File: src/rtl/fp_accum.sv
// Frame accumulator for Q5.3 products: sum, rounded mean, sticky overflow.
// Ports: clk, rst_n, in_valid/in_ready/in_data, out_valid/out_ready/out_sum/out_mean/out_ovf.
module fp_accum #(
  parameter int LEN      = 4,
  parameter int LOG2_LEN = 2,
  parameter int ACC_W    = 12
) (
  input  logic             clk,
  input  logic             rst_n,
  input  logic             in_valid,
  output logic             in_ready,
  input  logic [7:0]       in_data,
  output logic             out_valid,
  input  logic             out_ready,
  output logic [ACC_W-1:0] out_sum,
  output logic [7:0]       out_mean,
  output logic             out_ovf
);

  generate
    if ((1 << LOG2_LEN) != LEN || LEN < 2 || LEN > 256 || ACC_W < 9) begin : g_bad
      $error("fp_accum: bad LEN/LOG2_LEN/ACC_W");
    end
  endgenerate

  typedef enum logic {ACCUM, HOLD} state_t;

  state_t               r_state;
  state_t               w_next;
  logic [LOG2_LEN-1:0]  r_count;
  logic [ACC_W-1:0]     r_acc;
  logic                 r_ovf;
  logic [ACC_W-1:0]     r_sum;
  logic [7:0]           r_mean;
  logic                 r_out_ovf;

  logic                 w_xfer;
  logic                 w_last;
  logic                 w_hs;
  logic [ACC_W:0]       w_sum;
  logic                 w_sat;
  logic [ACC_W-1:0]     w_acc_nx;
  logic                 w_ovf_nx;
  logic [ACC_W:0]       w_rnd;
  logic [ACC_W:0]       w_shift;
  logic [7:0]           w_mean;

  assign w_xfer   = in_valid && in_ready;
  assign w_last   = w_xfer && (r_count == LOG2_LEN'(LEN - 1));
  assign w_hs     = out_valid && out_ready;
  assign w_sum    = {1'b0, r_acc} + (ACC_W+1)'(in_data);
  assign w_sat    = w_sum[ACC_W];
  assign w_acc_nx = w_sat ? {ACC_W{1'b1}} : w_sum[ACC_W-1:0];
  assign w_ovf_nx = r_ovf | w_sat;

  // Round half up, then clamp the quotient back into Q5.3.
  assign w_rnd    = {1'b0, w_acc_nx} + (ACC_W+1)'(LEN / 2);
  assign w_shift  = w_rnd >> LOG2_LEN;
  assign w_mean   = (|w_shift[ACC_W:8]) ? 8'hFF : w_shift[7:0];

  always_comb begin
    w_next   = r_state;
    in_ready = 1'b0;
    unique case (r_state)
      ACCUM: begin
        in_ready = 1'b1;
        if (w_last) w_next = HOLD;
      end
      HOLD: begin
        if (w_hs) w_next = ACCUM;
      end
      default: w_next = ACCUM;
    endcase
  end

  always_ff @(posedge clk) begin
    if (!rst_n) begin
      r_state   <= ACCUM;
      r_count   <= '0;
      r_acc     <= '0;
      r_ovf     <= 1'b0;
      r_sum     <= '0;
      r_mean    <= '0;
      r_out_ovf <= 1'b0;
    end else begin
      r_state <= w_next;
      if (w_xfer) begin
        r_acc   <= w_acc_nx;
        r_ovf   <= w_ovf_nx;
        r_count <= r_count + 1'b1;
      end
      if (w_last) begin
        r_sum     <= w_acc_nx;
        r_mean    <= w_mean;
        r_out_ovf <= w_ovf_nx;
      end
      if (w_hs) begin
        r_acc   <= '0;
        r_ovf   <= 1'b0;
        r_count <= '0;
      end
    end
  end

  // HOLD is entered only from a registered frame completion.
  assign out_valid = (r_state == HOLD);
  assign out_sum   = r_sum;
  assign out_mean  = r_mean;
  assign out_ovf   = r_out_ovf;

endmodule

File: config.mk
export PLATFORM = sky130hd
export DESIGN_NAME = fp_accum
export DESIGN_NICKNAME = d
export VERILOG_FILES = /design/src/rtl/fp_accum.sv
export SDC_FILE = /design/constraint.sdc
export NUM_CORES = 1
export LEC_CHECK = 0
export CAP_MARGIN = 40
export CORE_UTILIZATION = 53
export DETAILED_ROUTE_END_ITERATION = 8
export PLACE_DENSITY_LB_ADDON = 0.1
export SLEW_MARGIN = 5
export SYNTH_ARGS = -nofsm -noshare
export SYNTH_HDL_FRONTEND = slang
export SYNTH_SLANG_ARGS = --single-unit
File: constraint.sdc
create_clock -name clk -period 3.6 [get_ports clk]
set_clock_uncertainty 0.1 [all_clocks]
set_input_delay 0.36 -clock clk [delete_from_list [all_inputs] [get_ports clk]]
set_output_delay 0.36 -clock clk [all_outputs]
set_load 0.05 [all_outputs]
==> reports/qor.csv <==
metric;value;unit
io_pins;35;
die_y;65.6;um
critPathKind;primary input to flip-flop;
num_vias;1937;
finalCritPeriodShare;0.889;
clk_pin_slew;0.07;ns
arrival;3.28;ns
htree_levels;2;
nets;315;
cts_buffer_depth;2;
tightest_slew;0.601;ns
vias_per_cell;5.70;
path_max_fanout;8;
total_power;1.13;mW
place_hpwl;3.67;mm
end_kind;flip-flop;
cts.sinks;37;
min_path_cells;2;
drc;0;
cts.repair.resized;0;
yosysSeqAreaShare;0.346;
wl_per_cell;14.8;um
place_area;2570;sq um
syn_nets;275;
io_buffer_count;34;
synth_area;2140;sq um
setup-tns-final;0;ns
syn2layout_area_growth;24.7;%
antenna_found_initial;0;
die_x;65.6;um
tritoncts;yes;
cts_hold_buf;0;
grt_usage;0.261;
grt_pass1_vias;1809;
hold_class;flip-flop to flip-flop;
cap_viol_max_count;0;
cts_root_buffer;clkbuf_8;
dp.cells;333;
crit_required;3.68;ns
grt_max_degree;30;
power_density;424;nW/um^2
slowest_delay;0.44;ns
rr_worst_depth;12;
hold_viol;0;
clock.fmax;313;MHz
period_needed;3.20;ns
rsz0062_at_grt;no;
final_cells;340;
ant_nets;0;
slowest_stage;fa_1;
numCtsBuffers;5;
postCtsSetupBuffers;0;
path_cells;clkdlybuf4s50_1 > ha_1 > fa_1 > a21oi_1 > o211ai_2 > o21ai_2 > nor2_1 > nor2_1 > inv_1 > ha_1 > a21oi_2 > a31o_4 > a21oi_2;
drt-initial-drc-count;160;
finalSetupViolCount;0;
start_kind;primary input;
rows;22;
core-area;3770;sq um
synthCells;252;
synth_area_per_cell;8.51;sq um
drt_wl_total;5.03;mm
final_cell_area;2670;sq um
gp_congestion;0.818;
p_leak;1.02;nW
synthDistinctLibCells;52;
first_pass_iters;4;
vdd_drop_max;0.294;mV
status;finished clean;
die_area;4300;sq um
slew_violations;0;
layout-drive-gt1-share;0.151;
ys_ff_latch;37;
yosys_warnings;0;
clk-insertion-delay-late;0.29;ns
n_antenna_cell;0;
start_util;0.568;
gr-total-overflow;0;
grt_pass1_wl;8.40;mm
slew_headroom;0.598;
cell usage in the layout (no fill, tap or decap), types with 2 or more instances in the layout:
cell type	Yosys	final
o211ai_2	2	2
buf_4	0	8
ha_1	10	10
dfxtp_1	37	37
xnor2_1	7	7
a21oi_2	10	10
a21oi_1	19	19
mux2i_1	2	2
nor3_1	2	2
and3_1	4	4
nor2_1	37	37
nand2b_1	3	3
nand3_1	4	4
and2_1	3	3
a211oi_1	17	17
o2111ai_2	2	2
o21ai_0	15	15
o21ai_2	2	2
o21a_1	2	2
clkbuf_8	0	5
clkdlybuf4s50_1	0	34
inv_1	8	8
nand2_1	28	28
where the power goes:
part / internal, mW / total [mW] / switching (mW)
clock: 0.201 / 0.350 / 0.149
combinational: 0.143 / 0.346 / 0.203
sequential: 0.426 / 0.438 / 0.0113
area by class of cell:
type,instances,area [sq um]
fill,330,1100
clock inverter,2,35.0
multi-input combinational,198,1340
tap,48,60.1
inverter,8,30.0
timing repair buffer,42,400
clock buffer,5,68.8
sequential,37,741
worst max-delay path, delay by kind of cell:
kind,cells,cell delay [ns]
AOI/OAI and AO/OA,6,1.23
adders and majority gates,3,0.92
buffers and inverters,2,0.47
and+or+nand+nor,2,0.31
worst paths after layout:
kind	start	slack (ns)	end
worst min register to register	r_count[1]$_SDFFE_PP0P_	0.36	r_count[1]$_SDFFE_PP0P_
worst max-delay path	in_data[0]	0.40	out_mean[5]$_SDFFE_PN0P_
worst min-delay path	r_count[1]$_SDFFE_PP0P_	0.36	r_count[1]$_SDFFE_PP0P_
worst max register to register	r_acc[0]$_SDFFE_PP0P_	0.57	out_mean[5]$_SDFFE_PN0P_
cell families after synthesis:
family,Yosys count,synth area share
buffers and inverters,17,0.0304
AOI/OAI and AO/OA,82,0.285
adders and majority gates,11,0.0677
muxes,5,0.0269
DFF,37,0.346
and+or+nand+nor,91,0.204
xor gates and xnor gates,9,0.0403
cell usage after synthesis, drive strengths merged:
master,number,area share
mux2i,2,0.0093
nand2b,3,0.0088
ha,10,0.058
and3,5,0.015
o211ai,3,0.015
and3b,1,0.0041
nor3,3,0.012
a21oi,29,0.085
buf,2,0.0041
nand3,4,0.0093
fa,1,0.0093
and2,4,0.013
or3,1,0.0029
o21ai,18,0.046
clkbuf,7,0.012
inv,8,0.014
dfxtp,37,0.35
nor2,37,0.065
nand4,1,0.0029
a31oi,1,0.0029
xor2,1,0.0041
mux2,3,0.018
a21boi,2,0.0088
a211oi,17,0.060
nor2b,1,0.0029
a21o,2,0.0076
a31o,2,0.012
a311oi,1,0.0070
o21a,2,0.0070
nand4b,1,0.0041
o21bai,1,0.0035
o2111ai,3,0.026
nor4b,2,0.015
xnor2,8,0.036
a211o,1,0.0041
nand2,28,0.049
per-stage QoR:
| step | worst slack [ns] | hold WS (ns) | utilization |
|---|---|---|---|
| after floorplan | 0.712 | 0.337 | - |
| after global placement | 0.174 | 0.348 | 0.681 |
| after detailed placement | 0.0989 | 0.355 | 0.681 |
| after CTS | 0.407 | 0.372 | 0.709 |
| after global routing | 0.207 | 0.386 | 0.709 |
| final | 0.400 | 0.365 | 0.709 |
per-layer routing:
layer | global-route usage | wire length (um) | vias to the layer above
met5 | 0 | 0 | -
met2 | 0.465 | 2600 | 35
met1 | 0.299 | 2210 | 917
met4 | 0.0897 | 45 | 0
met3 | 0.0677 | 174 | 5
li1 | - | - | 980
state kept, by name, indices dropped and copies added (netlist names):
signal	count
out_mean	8
out_valid	1
out_ovf	1
out_sum	12
r_count	2
r_acc	12
r_ovf	1
(Power assumes the default switching activity.)
